**src/rtl/alu_op_sequencer.sv**
```systemverilog
// Multicycle sequencer that builds shift-by-n, multiply-by-n and negate from single-cycle ALU primitives.
// Optional abort input is compiled in when ALU_OP_SEQUENCER_ABORT_EN is defined.
module alu_op_sequencer #(
    parameter int WIDTH = 32,
    parameter int CNT_W = 5
) (
    input  logic             clk,
    input  logic             reset,
`ifdef ALU_OP_SEQUENCER_ABORT_EN
    input  logic             abort,
`endif
    input  logic             start,
    input  logic [1:0]       op,
    input  logic [WIDTH-1:0] opa,
    input  logic [CNT_W-1:0] n,
    output logic [WIDTH-1:0] alu_a,
    output logic [WIDTH-1:0] alu_b,
    output logic [2:0]       alu_sel,
    input  logic [WIDTH-1:0] alu_y,
    input  logic             alu_zero,
    output logic             busy,
    output logic             done,
    output logic [WIDTH-1:0] result,
    output logic             zero
);

    typedef enum logic [1:0] {
        ST_IDLE = 2'b00,
        ST_RUN  = 2'b01,
        ST_DONE = 2'b10
    } state_t;

    localparam logic [1:0] OP_SHL = 2'b00;
    localparam logic [1:0] OP_SHR = 2'b01;
    localparam logic [1:0] OP_MUL = 2'b10;
    localparam logic [1:0] OP_NEG = 2'b11;

    localparam logic [2:0] SEL_ADD  = 3'b000;
    localparam logic [2:0] SEL_NOT  = 3'b100;
    localparam logic [2:0] SEL_SHL1 = 3'b101;
    localparam logic [2:0] SEL_SHR1 = 3'b110;
    localparam logic [2:0] SEL_ZERO = 3'b111;

    state_t             state_r;
    logic [1:0]         op_r;
    logic [WIDTH-1:0]   opa_r;
    logic [WIDTH-1:0]   acc_r;
    logic [CNT_W-1:0]   cnt_r;
    logic               busy_r;
    logic               done_r;
    logic [WIDTH-1:0]   result_r;
    logic               zero_r;

    logic               abort_s;
    logic [CNT_W-1:0]   steps_s;
    logic [WIDTH-1:0]   init_s;
    logic [WIDTH-1:0]   alu_a_s;
    logic [WIDTH-1:0]   alu_b_s;
    logic [2:0]         alu_sel_s;

`ifdef ALU_OP_SEQUENCER_ABORT_EN
    assign abort_s = abort;
`else
    assign abort_s = 1'b0;
`endif

    // Step count and accumulator seed for a request presented this cycle; NEG is always not-then-increment.
    always_comb begin
        steps_s = n;
        init_s  = opa;
        case (op)
            OP_SHL, OP_SHR: begin
                steps_s = n;
                init_s  = opa;
            end
            OP_MUL: begin
                steps_s = n;
                init_s  = {WIDTH{1'b0}};
            end
            OP_NEG: begin
                steps_s = CNT_W'(2);
                init_s  = opa;
            end
            default: begin
                steps_s = n;
                init_s  = opa;
            end
        endcase
    end

    // Sequencer state, accumulator, step counter and registered status/result outputs.
    always_ff @(posedge clk) begin
        if (reset) begin
            state_r  <= ST_IDLE;
            op_r     <= 2'b00;
            opa_r    <= {WIDTH{1'b0}};
            acc_r    <= {WIDTH{1'b0}};
            cnt_r    <= {CNT_W{1'b0}};
            busy_r   <= 1'b0;
            done_r   <= 1'b0;
            result_r <= {WIDTH{1'b0}};
            zero_r   <= 1'b0;
        end else begin
            case (state_r)
                ST_RUN: begin
                    if (abort_s) begin
                        // Abandon the operation; the previous result stays visible.
                        state_r <= ST_IDLE;
                        busy_r  <= 1'b0;
                        done_r  <= 1'b0;
                    end else begin
                        acc_r <= alu_y;
                        cnt_r <= cnt_r - CNT_W'(1);
                        if (cnt_r == CNT_W'(1)) begin
                            result_r <= alu_y;
                            zero_r   <= alu_zero;
                            state_r  <= ST_DONE;
                            busy_r   <= 1'b0;
                            done_r   <= 1'b1;
                        end else begin
                            state_r  <= ST_RUN;
                            busy_r   <= 1'b1;
                            done_r   <= 1'b0;
                        end
                    end
                end
                ST_IDLE, ST_DONE: begin
                    if (start) begin
                        op_r  <= op;
                        opa_r <= opa;
                        acc_r <= init_s;
                        cnt_r <= steps_s;
                        if (steps_s == {CNT_W{1'b0}}) begin
                            // Nothing to iterate: the seed value is already the answer.
                            result_r <= init_s;
                            zero_r   <= (init_s == {WIDTH{1'b0}});
                            state_r  <= ST_DONE;
                            busy_r   <= 1'b0;
                            done_r   <= 1'b1;
                        end else begin
                            state_r  <= ST_RUN;
                            busy_r   <= 1'b1;
                            done_r   <= 1'b0;
                        end
                    end else begin
                        state_r <= ST_IDLE;
                        busy_r  <= 1'b0;
                        done_r  <= 1'b0;
                    end
                end
                default: begin
                    state_r <= ST_IDLE;
                    busy_r  <= 1'b0;
                    done_r  <= 1'b0;
                end
            endcase
        end
    end

    // ALU drive decoded from registered state only; the ALU is parked on "zero" outside RUN.
    always_comb begin
        alu_a_s   = {WIDTH{1'b0}};
        alu_b_s   = {WIDTH{1'b0}};
        alu_sel_s = SEL_ZERO;
        if (state_r == ST_RUN) begin
            alu_a_s = acc_r;
            case (op_r)
                OP_SHL: alu_sel_s = SEL_SHL1;
                OP_SHR: alu_sel_s = SEL_SHR1;
                OP_MUL: begin
                    alu_b_s   = opa_r;
                    alu_sel_s = SEL_ADD;
                end
                OP_NEG: begin
                    if (cnt_r == CNT_W'(2)) begin
                        alu_sel_s = SEL_NOT;
                    end else begin
                        alu_b_s   = WIDTH'(1);
                        alu_sel_s = SEL_ADD;
                    end
                end
                default: alu_sel_s = SEL_ZERO;
            endcase
        end else begin
            alu_a_s   = {WIDTH{1'b0}};
            alu_b_s   = {WIDTH{1'b0}};
            alu_sel_s = SEL_ZERO;
        end
    end

    assign alu_a   = alu_a_s;
    assign alu_b   = alu_b_s;
    assign alu_sel = alu_sel_s;
    assign busy    = busy_r;
    assign done    = done_r;
    assign result  = result_r;
    assign zero    = zero_r;

endmodule

```
**config.mk**
```make
export PLATFORM = sky130hd
export DESIGN_NAME = alu_op_sequencer
export DESIGN_NICKNAME = d
export VERILOG_FILES = /design/src/rtl/alu_op_sequencer.sv
export SDC_FILE = /design/constraint.sdc
export NUM_CORES = 1
export LEC_CHECK = 0
export CAP_MARGIN = 10
export CORE_AREA = 3 3 104 106
export DETAILED_ROUTE_END_ITERATION = 16
export DIE_AREA = 0 0 107 109
export HOLD_SLACK_MARGIN = 0.03
export PLACE_DENSITY = 0.88
export SYNTH_ARGS = -nofsm -noshare
export SYNTH_HDL_FRONTEND = slang
export SYNTH_SLANG_ARGS = --single-unit
export TNS_END_PERCENT = 30
```
**constraint.sdc**
```tcl
create_clock -name clk -period 5.1 [get_ports clk]
set_input_delay 1.53 -clock clk [delete_from_list [all_inputs] [get_ports clk]]
set_output_delay 1.53 -clock clk [all_outputs]
set_load 0.005 [all_outputs]
```
---- After elaboration in Yosys (flattened, before gate mapping) ----
Cells that the tools add are included.
cells by class
  muxes and demuxes ....................... 33
  $add $sub $neg .......................... 1
  reductions and logical operators ........ 12
  eq/ne operators ......................... 13
operator list
  cell                                                                 count
  32-bit one-hot mux with 2 select lines                               4
  32-bit two-way mux                                                   6
  32-bit logical NOT                                                   1
  5-bit one-hot mux with 2 select lines                                2
  3-bit one-hot mux with 4 select lines                                1
  2-bit == test (second input constant)                                5
  1-bit two-way mux                                                    10
  2-bit by 1-bit == test with 1-bit output (second input constant)     3
  2-bit logical NOT                                                    3
  2-bit two-way mux                                                    3
  3-bit two-way mux                                                    2
  2-bit != test (second input constant)                                3
  1-bit one-hot mux with 2 select lines                                3
  3-bit OR reduction                                                   2
  5-bit by 1-bit == test with 1-bit output (second input constant)     1
  5-bit by 2-bit == test with 1-bit output (second input constant)     1
  5-bit logical NOT                                                    1
  5-bit two-way mux                                                    1
  5-bit by 1-bit subtractor with 5-bit output (second input constant)  1
  2-bit one-hot mux with 2 select lines                                1
  2-bit AND reduction                                                  2
  4-bit AND reduction                                                  1
  2-bit nonzero test                                                   1
  2-bit OR reduction                                                   1
storage, ports and cells
  output and inout bits ................... 102
  input bits .............................. 75
  bits in registers ....................... 108

---- Depth between registers and ports, before layout ----
Gate-level depths: netlist of the first run.
  depth after elaboration ................. 7
  gate-level depth with buffers ........... 8
  gate-level depth less buffers ........... 6

---- Worst setup path after synthesis of the first run ----
Ideal clock, no wire load.
  kind .................................... input -> register
  start ................................... input n[3]
  end ..................................... register result_r[11], in the netlist result[11]
  slack ................................... 2.184 ns
  data required time ...................... 4.954 ns
  setup time .............................. 0.146 ns
  arrival time ............................ 2.770 ns
  cell stages on the path ................. 6
  path through ............................ or4_1 -> o21bai_4 -> and2_1 -> buf_4 -> buf_6 -> a211oi_2
between the ends
  word-level cells in the longest chain between the ends .. 4
RTL lines
  what                                   line  source
  start, declared                        15    input logic [CNT_W-1:0] n,
  5-bit one-hot mux with 2 select lines  71    case (op)
  5-bit logical NOT                      133   if (steps_s == {CNT_W{1'b0}}) begin
  2-bit != test (no line)                n/a
  4-bit AND reduction (no line)          n/a
  end signal, assigned                   101   result_r <= {WIDTH{1'b0}};
  end signal, assigned                   115   result_r <= alu_y;
  end signal, assigned                   135   result_r <= init_s;
  end, declared                          51    logic [WIDTH-1:0] result_r;
Every way passes these cells.
A chain may end at the register's enable or synchronous reset.

==> flow_summary.ini, run 1 <==
[synthesis]
synth_edf_count = 0
yosysUniqueCellTypes = 38
muxShareOfSynthArea_pct = 0
syn_area_per_cell_sq_um = 8.51
async_reset_ff_share_pct = 0
synthTopCellsByArea = dfxtp_1 (45%), and2_1 (8.5%), a21oi_1 (7.8%)
syn_inst = 560
ys.flop_type = dfxtp_1
synth-xor-area-share_pct = 0.184
synth_adder_area_share_pct = 0.788
synth_top_family_by_area = compound AO/OA/AOI/OAI gates
synth_nets = 638
synth_compound_area_share_pct = 27.8
syn-cell-area_sq_um = 4770
yosysWarnings = 0
yosys.area.top_type_share_pct = 44.5
yosysTopAreaCell = dfxtp_1
synth-simple-area-share_pct = 21.6
seq_area_frac_synth_pct = 44.5
ys_ff_latch = 106

[setup_path]
path_cells = nor2b_2, nand2_1, nor2_2, buf_4, and2_1, clkdlybuf4s50_1
endpoint_kind = primary output
regToRegEndpoint = result[1]
path_class = flip-flop to primary output
max_stage_delay_ns = 0.52
cp.required_ns = 3.57
critPathMaxFanout = 16
crit_path_start_kind = flip-flop
cp_data_arrival_time_ns = 2.38
cp_slowest_cell = clkdlybuf4s50_1
reg2reg_depth = 5
timing.rr.start = state_r[0]
reg2reg_slack_ns = 2.47

[cts]
cts_root_buf = clkbuf_8
numCtsBuffers = 9
clk_latency_ns = 0.37
post-cts-setup-buffers = 0
cts_tree = done
cts_resized = 0
ctsHtreeMaxLevel = 3
cts.sink_count = 106
hold_buffers = 0
clk_pin_slew_ns = 0.10
clock_path_buffers = 2

[min_path]
hold_depth = 2
hold_end = opa_r[21]
min_from = opa_r[21]
hold_path.class = flip-flop to flip-flop

[route]
wirelength_um = 15700
drtAntennaViolNets = 0
num_vias = 4860
drc = 0
dr.pass1.iters = 5
drt_iter0_drc = 315
via_per_inst = 5.77
routedWlPerCell_um = 18.6

[timing]
post-route-period-util_pct = 76.7
slew_viol_final = 0
hold_slack_ns = 0.456
rsz0062_at_grt = no
worstMarginPinSlew_ns = 0.911
finalSetupViolations = 0
fmax_mhz = 256
setup_tns_ns = 0
fin_skew_ns = 0.0148
hold_viol_final = 0
relSlewSlack_pct = 39.0
fin_crit_ns = 3.91

[grt]
antenna_found_initial = 0
grt_use_total_pct = 27.1
grt_pass1_vias = 4811
grt_max_degree = 69
grt_pass1_wl_um = 24800
overflow = 0

[final_layout]
utilization_pct = 68.3
drive_above_1_share_pct = 8.45
area_delta_synth_final_pct = 41.3
multiInputGateArea_sq_um = 2420
n_antenna_cell = 0
regArea_sq_um = 2120
final_common_cell = clkdlybuf4s50_1
final_cell_mix = clkdlybuf4s50_1 (175), dfxtp_1 (105), nand2_1 (74), a21oi_1 (74), and2_1 (64)
fin_nets = 783
fill_cells = 787

[floorplanning]
num_rows = 36
die-height_um = 109
die_w_um = 107
dieArea_sq_um = 11700
ios = 177
start_util_pct = 48.3
core_area_sq_um = 9860

[flow_run]
cap_violations = 0

[placed_design]
io_buffers = 176
gp_congestion = 0.876
dp_hpwl_um = 11300

[power]
vdd_ir_drop_max_v = 0.000153
p_leak_nw = 2.42
p_per_area_nw_per_um2 = 286

[status]
status = finished clean
==> area by class of cell <==
cell class | count | area share (%)
Clock inverter | 7 | 0.892
Clock buffer | 9 | 1.84
Sequential cell | 106 | 31.5
Multi-Input combinational cell | 399 | 35.9
Tap cell | 133 | 2.47
Inverter | 3 | 0.167
Timing Repair Buffer | 186 | 27.2
==> per-layer routing <==
layer / track usage, % / wire length, um / up-vias
li1: - / - / 2256
met1: 33.1 / 6200 / 2278
met2: 46.0 / 7460 / 294
met3: 6.93 / 1670 / 32
met4: 10.5 / 395 / 0
met5: 0 / 0 / -
==> stage by stage <==
step / area [sq um] / std cells / power [W] / setup slack, ns
global route: 6740 / 843 / 0.00202 / 1.02
global placement: 6550 / 827 / 0.00143 / 1.39
floorplan: 4770 / 560 / 0.00122 / 2.18
CTS: 6740 / 843 / 0.00193 / 1.16
detailed placement: 6550 / 827 / 0.00144 / 1.29
finish: 6740 / 843 / 0.00193 / 1.19
==> flip-flops by register name, indices dropped and copies added (netlist names) <==
register and count:
result 32, op_r 2, acc_r 32, done 1
state_r 1, cnt_r 5, opa_r 32, zero 1
==> worst max-delay path: cells and delay by family, from the launching register on <==
family | cells | cell delay [ns]
buf+inv | 2 | 0.83
simple gates | 4 | 0.83
flops | 1 | 0.35
==> report_power, final <==
part           total, W  internal (W)  switching, W
Combinational  0.000481      0.000222      0.000260
Clock          0.000497      0.000188      0.000309
Sequential     0.000951      0.000905     0.0000462
==> cells by family (layout without fill, tap and decap cells) <==
family | after synthesis | after routing
AND/OR/NAND/NOR | 210 | 210
AO/OA/AOI/OAI | 185 | 185
flip-flops | 106 | 106
buffers and inverters | 55 | 205
adder cells (fa/ha/maj) | 3 | 3
XOR/XNOR | 1 | 1
==> cells in the mapped netlist, drive strengths merged (4+ instances only) <==
cell,count
dfxtp,106
buf,22
nor4,7
o21ai,4
nor2,41
a211oi,64
a22oi,32
clkbuf,30
a21oi,74
nor3,4
and2,65
nand2,75
==> worst max path at each step <==
| stage | from | endpoint | slack, ns | cells past startpoint |
|---|---|---|---|---|
| after global placement | n[3] | result[1] | 1.39 | 5 |
| final | done | alu_b[12] | 1.19 | 6 |
| after global routing | state_r[0] | alu_b[12] | 1.02 | 6 |
| after floorplan | n[3] | result[11] | 2.18 | 6 |
| after CTS | done | alu_b[12] | 1.16 | 6 |
| after detailed placement | start | result[27] | 1.29 | 5 |
Note: power is estimated with default switching activity, not from simulation.
==> run 2: changes to the inputs <==
CORE_AREA = 3 3 114 116   (was 3 3 104 106)
DIE_AREA = 0 0 117 119   (was 0 0 107 109)
PLACE_DENSITY = 0.79   (was 0.88)
clock period = 3.45 ns   (was 5.1 ns; I/O delays follow)
==> flow_summary.ini, run 2 (synthesis gave the netlist of run 1 again) <==
[final_layout]
fin_nets = 789
regArea_sq_um = 2120
multiInputGateArea_sq_um = 2420
n_antenna_cell = 0
drive_above_1_share_pct = 9.22
fill_cells = 1054
final_common_cell = clkdlybuf4s50_1
final_cell_mix = clkdlybuf4s50_1 (175), dfxtp_1 (105), nand2_1 (74), a21oi_1 (74), and2_1 (64)
area_delta_synth_final_pct = 45.7
stdcell_area_sq_um = 6940
final_cells = 863

[timing]
fin_skew_ns = 0.00566
setup_ws_ns = 0.433
relSlewSlack_pct = 52.2
fin_crit_ns = 3.02
slew_viol_final = 0
post-route-period-util_pct = 87.5
setup_tns_ns = 0
hold_viol_final = 0
hold_slack_ns = 0.452
finalSetupViolations = 0
fmax_mhz = 331
rsz0062_at_grt = no
worstMarginPinSlew_ns = 0.717

[cts]
hold_buffers = 0
clock_path_buffers = 2
cts_root_buf = clkbuf_16
post-cts-setup-buffers = 0
cts.sink_count = 106
clk_pin_slew_ns = 0.07
cts_tree = done
numCtsBuffers = 9
ctsHtreeMaxLevel = 3
cts_resized = 0
clk_latency_ns = 0.34

[setup_path]
crit_path_start_kind = flip-flop
path_class = flip-flop to primary output
cp.required_ns = 2.41
cp_data_arrival_time_ns = 1.98
critPathMaxFanout = 18
endpoint_kind = primary output

[power]
netSwitchingPower_w = 0.000899
combPwrFrac_pct = 22.8
switching_share_pct = 28.5
p_leak_nw = 2.51
clkPwrFrac_pct = 32.7
power_frac_seq_pct = 44.5
cell_internal_pwr_w = 0.00226
p_per_area_nw_per_um2 = 455
vdd_ir_drop_max_v = 0.000224

[status]
status = finished clean

[route]
num_vias = 4787
via_per_inst = 5.55
dr.pass1.iters = 5
routedWlPerCell_um = 18.3
drt_iter0_drc = 328
drtAntennaViolNets = 0
wirelength_um = 15800
drc = 0

[floorplanning]
ios = 177
start_util_pct = 39.7
num_rows = 40
dieArea_sq_um = 13900
core_area_sq_um = 12000
die-height_um = 119
die_w_um = 117

[flow_run]
cap_violations = 0

[grt]
overflow = 0
grt_max_degree = 63
grt_use_total_pct = 22.0
antenna_found_initial = 0
grt_pass1_vias = 4570
grt_pass1_wl_um = 23900

[placed_design]
io_buffers = 176
dp_cells = 847
gp_congestion = 0.872
placed_area_sq_um = 6640
post-place-ws_ns = 0.376
dp_hpwl_um = 11300

[min_path]
hold_path.class = flip-flop to flip-flop
## run 2: area by class of cell
class / instances / area share (%)
multi-input cells: 399 / 34.8
flip-flops and latches: 106 / 30.6
inverters: 3 / 0.162
well taps: 147 / 2.65
clock buffers: 10 / 3.44
clock inverters: 6 / 0.937
repair buffers: 192 / 27.4
## run 2: metal layers
layer | GRT usage, % | share of wire, % | up-vias
met3 | 5.79 | 9.5 | 31
met1 | 27.8 | 42 | 2223
li1 | - | - | 2287
met5 | 0 | 0 | -
met4 | 8.53 | 2.7 | 0
met2 | 35.5 | 46 | 246
## run 2: worst paths after layout
check	endpoint	startpoint	slack (ns)	cells past startpoint
worst min-delay path	opa_r[16]	opa_r[16]	0.45	2
worst max register to register	result[24]	state_r[0]	1.38	6
worst min register to register	opa_r[16]	opa_r[16]	0.45	2
worst max-delay path	alu_b[17]	done	0.43	6
## run 2: worst max-delay path, stage by stage (launching register included)
cell and delay, ns:
dfxtp_1 0.35, nor2b_2 0.13, nand2_1 0.09, nor2_2 0.11, buf_4 0.24, and2_1 0.17
clkdlybuf4s50_1 0.54
## run 2: power by group through the flow
| stage | Clock (W) | Combinational [W] | Sequential [W] |
|---|---|---|---|
| after global routing | 0.00111 | 0.000783 | 0.00142 |
| after floorplan | 0 | 0.000391 | 0.00141 |
| after global placement | 0 | 0.000696 | 0.00143 |
| after detailed placement | 0 | 0.000716 | 0.00143 |
| final | 0.00103 | 0.000719 | 0.00141 |
| after CTS | 0.00106 | 0.000720 | 0.00141 |
## run 2: through the flow
step,util [%],total power (W)
4_1_cts,57.8,0.00318
3_5_place_dp,55.3,0.00215
5_1_grt,57.8,0.00331
3_3_place_gp,55.3,0.00212
2_1_floorplan,-,0.00180
6_report,57.8,0.00316
==> run 3: changes to the inputs <==
CORE_AREA = 3 3 102 104   (was 3 3 114 116)
DIE_AREA = 0 0 105 107   (was 0 0 117 119)
DONT_BUFFER_PORTS = 1   (was not set)
PLACE_DENSITY = 0.71   (was 0.79)
==> flow_summary.ini, run 3 (synthesis gave the netlist of run 1 again) <==
[status]
status = finished clean

[setup_path]
cp.required_ns = 2.41
crit_path_start_kind = flip-flop
critPathMaxFanout = 17
cp_slowest_cell = nor2_2
max_stage_delay_ns = 0.48
path_cells = nor2b_2, nand2_1, nor2_2, buf_4, and2_1
endpoint_kind = primary output
path_class = flip-flop to primary output
reg2reg_slack_ns = 1.17
cp.buffers_inverters = 1
cp_data_arrival_time_ns = 1.98
crit_family = simple AND/OR/NAND/NOR gates

[route]
wirelength_um = 14300
drt_iter0_drc = 243
drtAntennaViolNets = 0
num_vias = 4075
top_layer = met4
wl_met2_um = 7040
via_per_inst = 6.10
routedWlPerCell_um = 21.5
met1_length_um = 5570
wl_met3_um = 1350
dr.pass1.iters = 5
drc = 0

[floorplanning]
die_w_um = 105
start_util_pct = 49.4
core_area_sq_um = 9640
num_rows = 36
ios = 177
die-height_um = 107
dieArea_sq_um = 11200

[cts]
cts_tree = done
clk_latency_ns = 0.37
cts.sink_count = 106
ctsHtreeMaxLevel = 3
cts_root_buf = clkbuf_8
numCtsBuffers = 9
clk_pin_slew_ns = 0.10
hold_buffers = 0
post-cts-setup-buffers = 0
clock_path_buffers = 2
cts_resized = 0

[timing]
relSlewSlack_pct = 45.4
hold_viol_final = 0
post-route-period-util_pct = 87.3
fin_skew_ns = 0.0150
rsz0062_at_grt = no
setup_tns_ns = 0
slew_viol_final = 0
finalSetupViolations = 0
worstMarginPinSlew_ns = 0.818
fin_crit_ns = 3.01
fmax_mhz = 332

[grt]
antenna_found_initial = 0
grt_use_total_pct = 25.5
overflow = 0
grt_max_degree = 106
grt_pass1_wl_um = 22400
grt_pass1_vias = 3968

[placed_design]
dp_hpwl_um = 10000
gp_congestion = 0.865
io_buffers = 0
placed_area_sq_um = 4830
dp_cells = 653

[power]
vdd_ir_drop_max_v = 0.000244
p_leak_nw = 1.79
p_per_area_nw_per_um2 = 532
p_total_w = 0.00267

[min_path]
hold_path.class = flip-flop to flip-flop

[final_layout]
fill_cells = 931
utilization_pct = 52.2
n_antenna_cell = 0
final_cell_mix = dfxtp_1 (105), nand2_1 (74), a21oi_1 (74)
stdcell_area_sq_um = 5030
drive_above_1_share_pct = 11.0
area_delta_synth_final_pct = 5.51
fin_nets = 609
final_cells = 668
final_common_cell = dfxtp_1

[flow_run]
cap_violations = 0
-- run 3: cell types whose count changed in the layout (fill, tap and decap cells not counted), moves of 5 or more --
cell,before,now
clkdlybuf4s50_1,175,0
buf_4,15,10
clkbuf_8,1,10
clkbuf_16,9,0
-- run 3: worst min-delay path: cells and delay by family, from the launching register on --
kind,cells,cell delay (ns)
AOI/OAI and AO/OA,1,0.05
DFF,1,0.32
and+or+nand+nor,1,0.05
-- run 3: worst paths after layout --
kind / from / endpoint / cells after the start
max: done / alu_b[13] / 5
min: opa_r[1] / opa_r[1] / 2
min reg2reg: opa_r[1] / opa_r[1] / 2
max reg2reg: state_r[0] / acc_r[25] / 6
-- run 3: through the flow --
step	hold WS (ns)	setup slack [ns]
finish	0.453	0.437
global route	0.468	0.245
CTS	0.448	0.391
detailed placement	0.436	0.701
global placement	0.431	0.723
floorplan	0.432	1.03
-- run 3: final cells by class --
type,instances,area [sq um],share of cell area [%]
multi-input combinational,399,2410,48.0
sequential,106,2120,42.2
clock buffer,10,138,2.74
clock inverter,5,60.1,1.19
inverter,3,11.3,0.224
timing repair buffer,12,115,2.29
tap,133,166,3.31
-- run 3: power breakdown --
part | internal, W | total [W] | switching (W)
sequential | 0.00134 | 0.00141 | 0.0000737
clock | 0.000356 | 0.000787 | 0.000431
combinational | 0.000174 | 0.000475 | 0.000301
total | 0.00187 | 0.00267 | 0.000806
-- run 3: layer usage --
layer / global-route usage, % / up-vias
met2: 43.4 / 202
met5: 0 / -
met1: 29.9 / 1932
met3: 7.83 / 31
met4: 10.4 / 0
li1: - / 1910
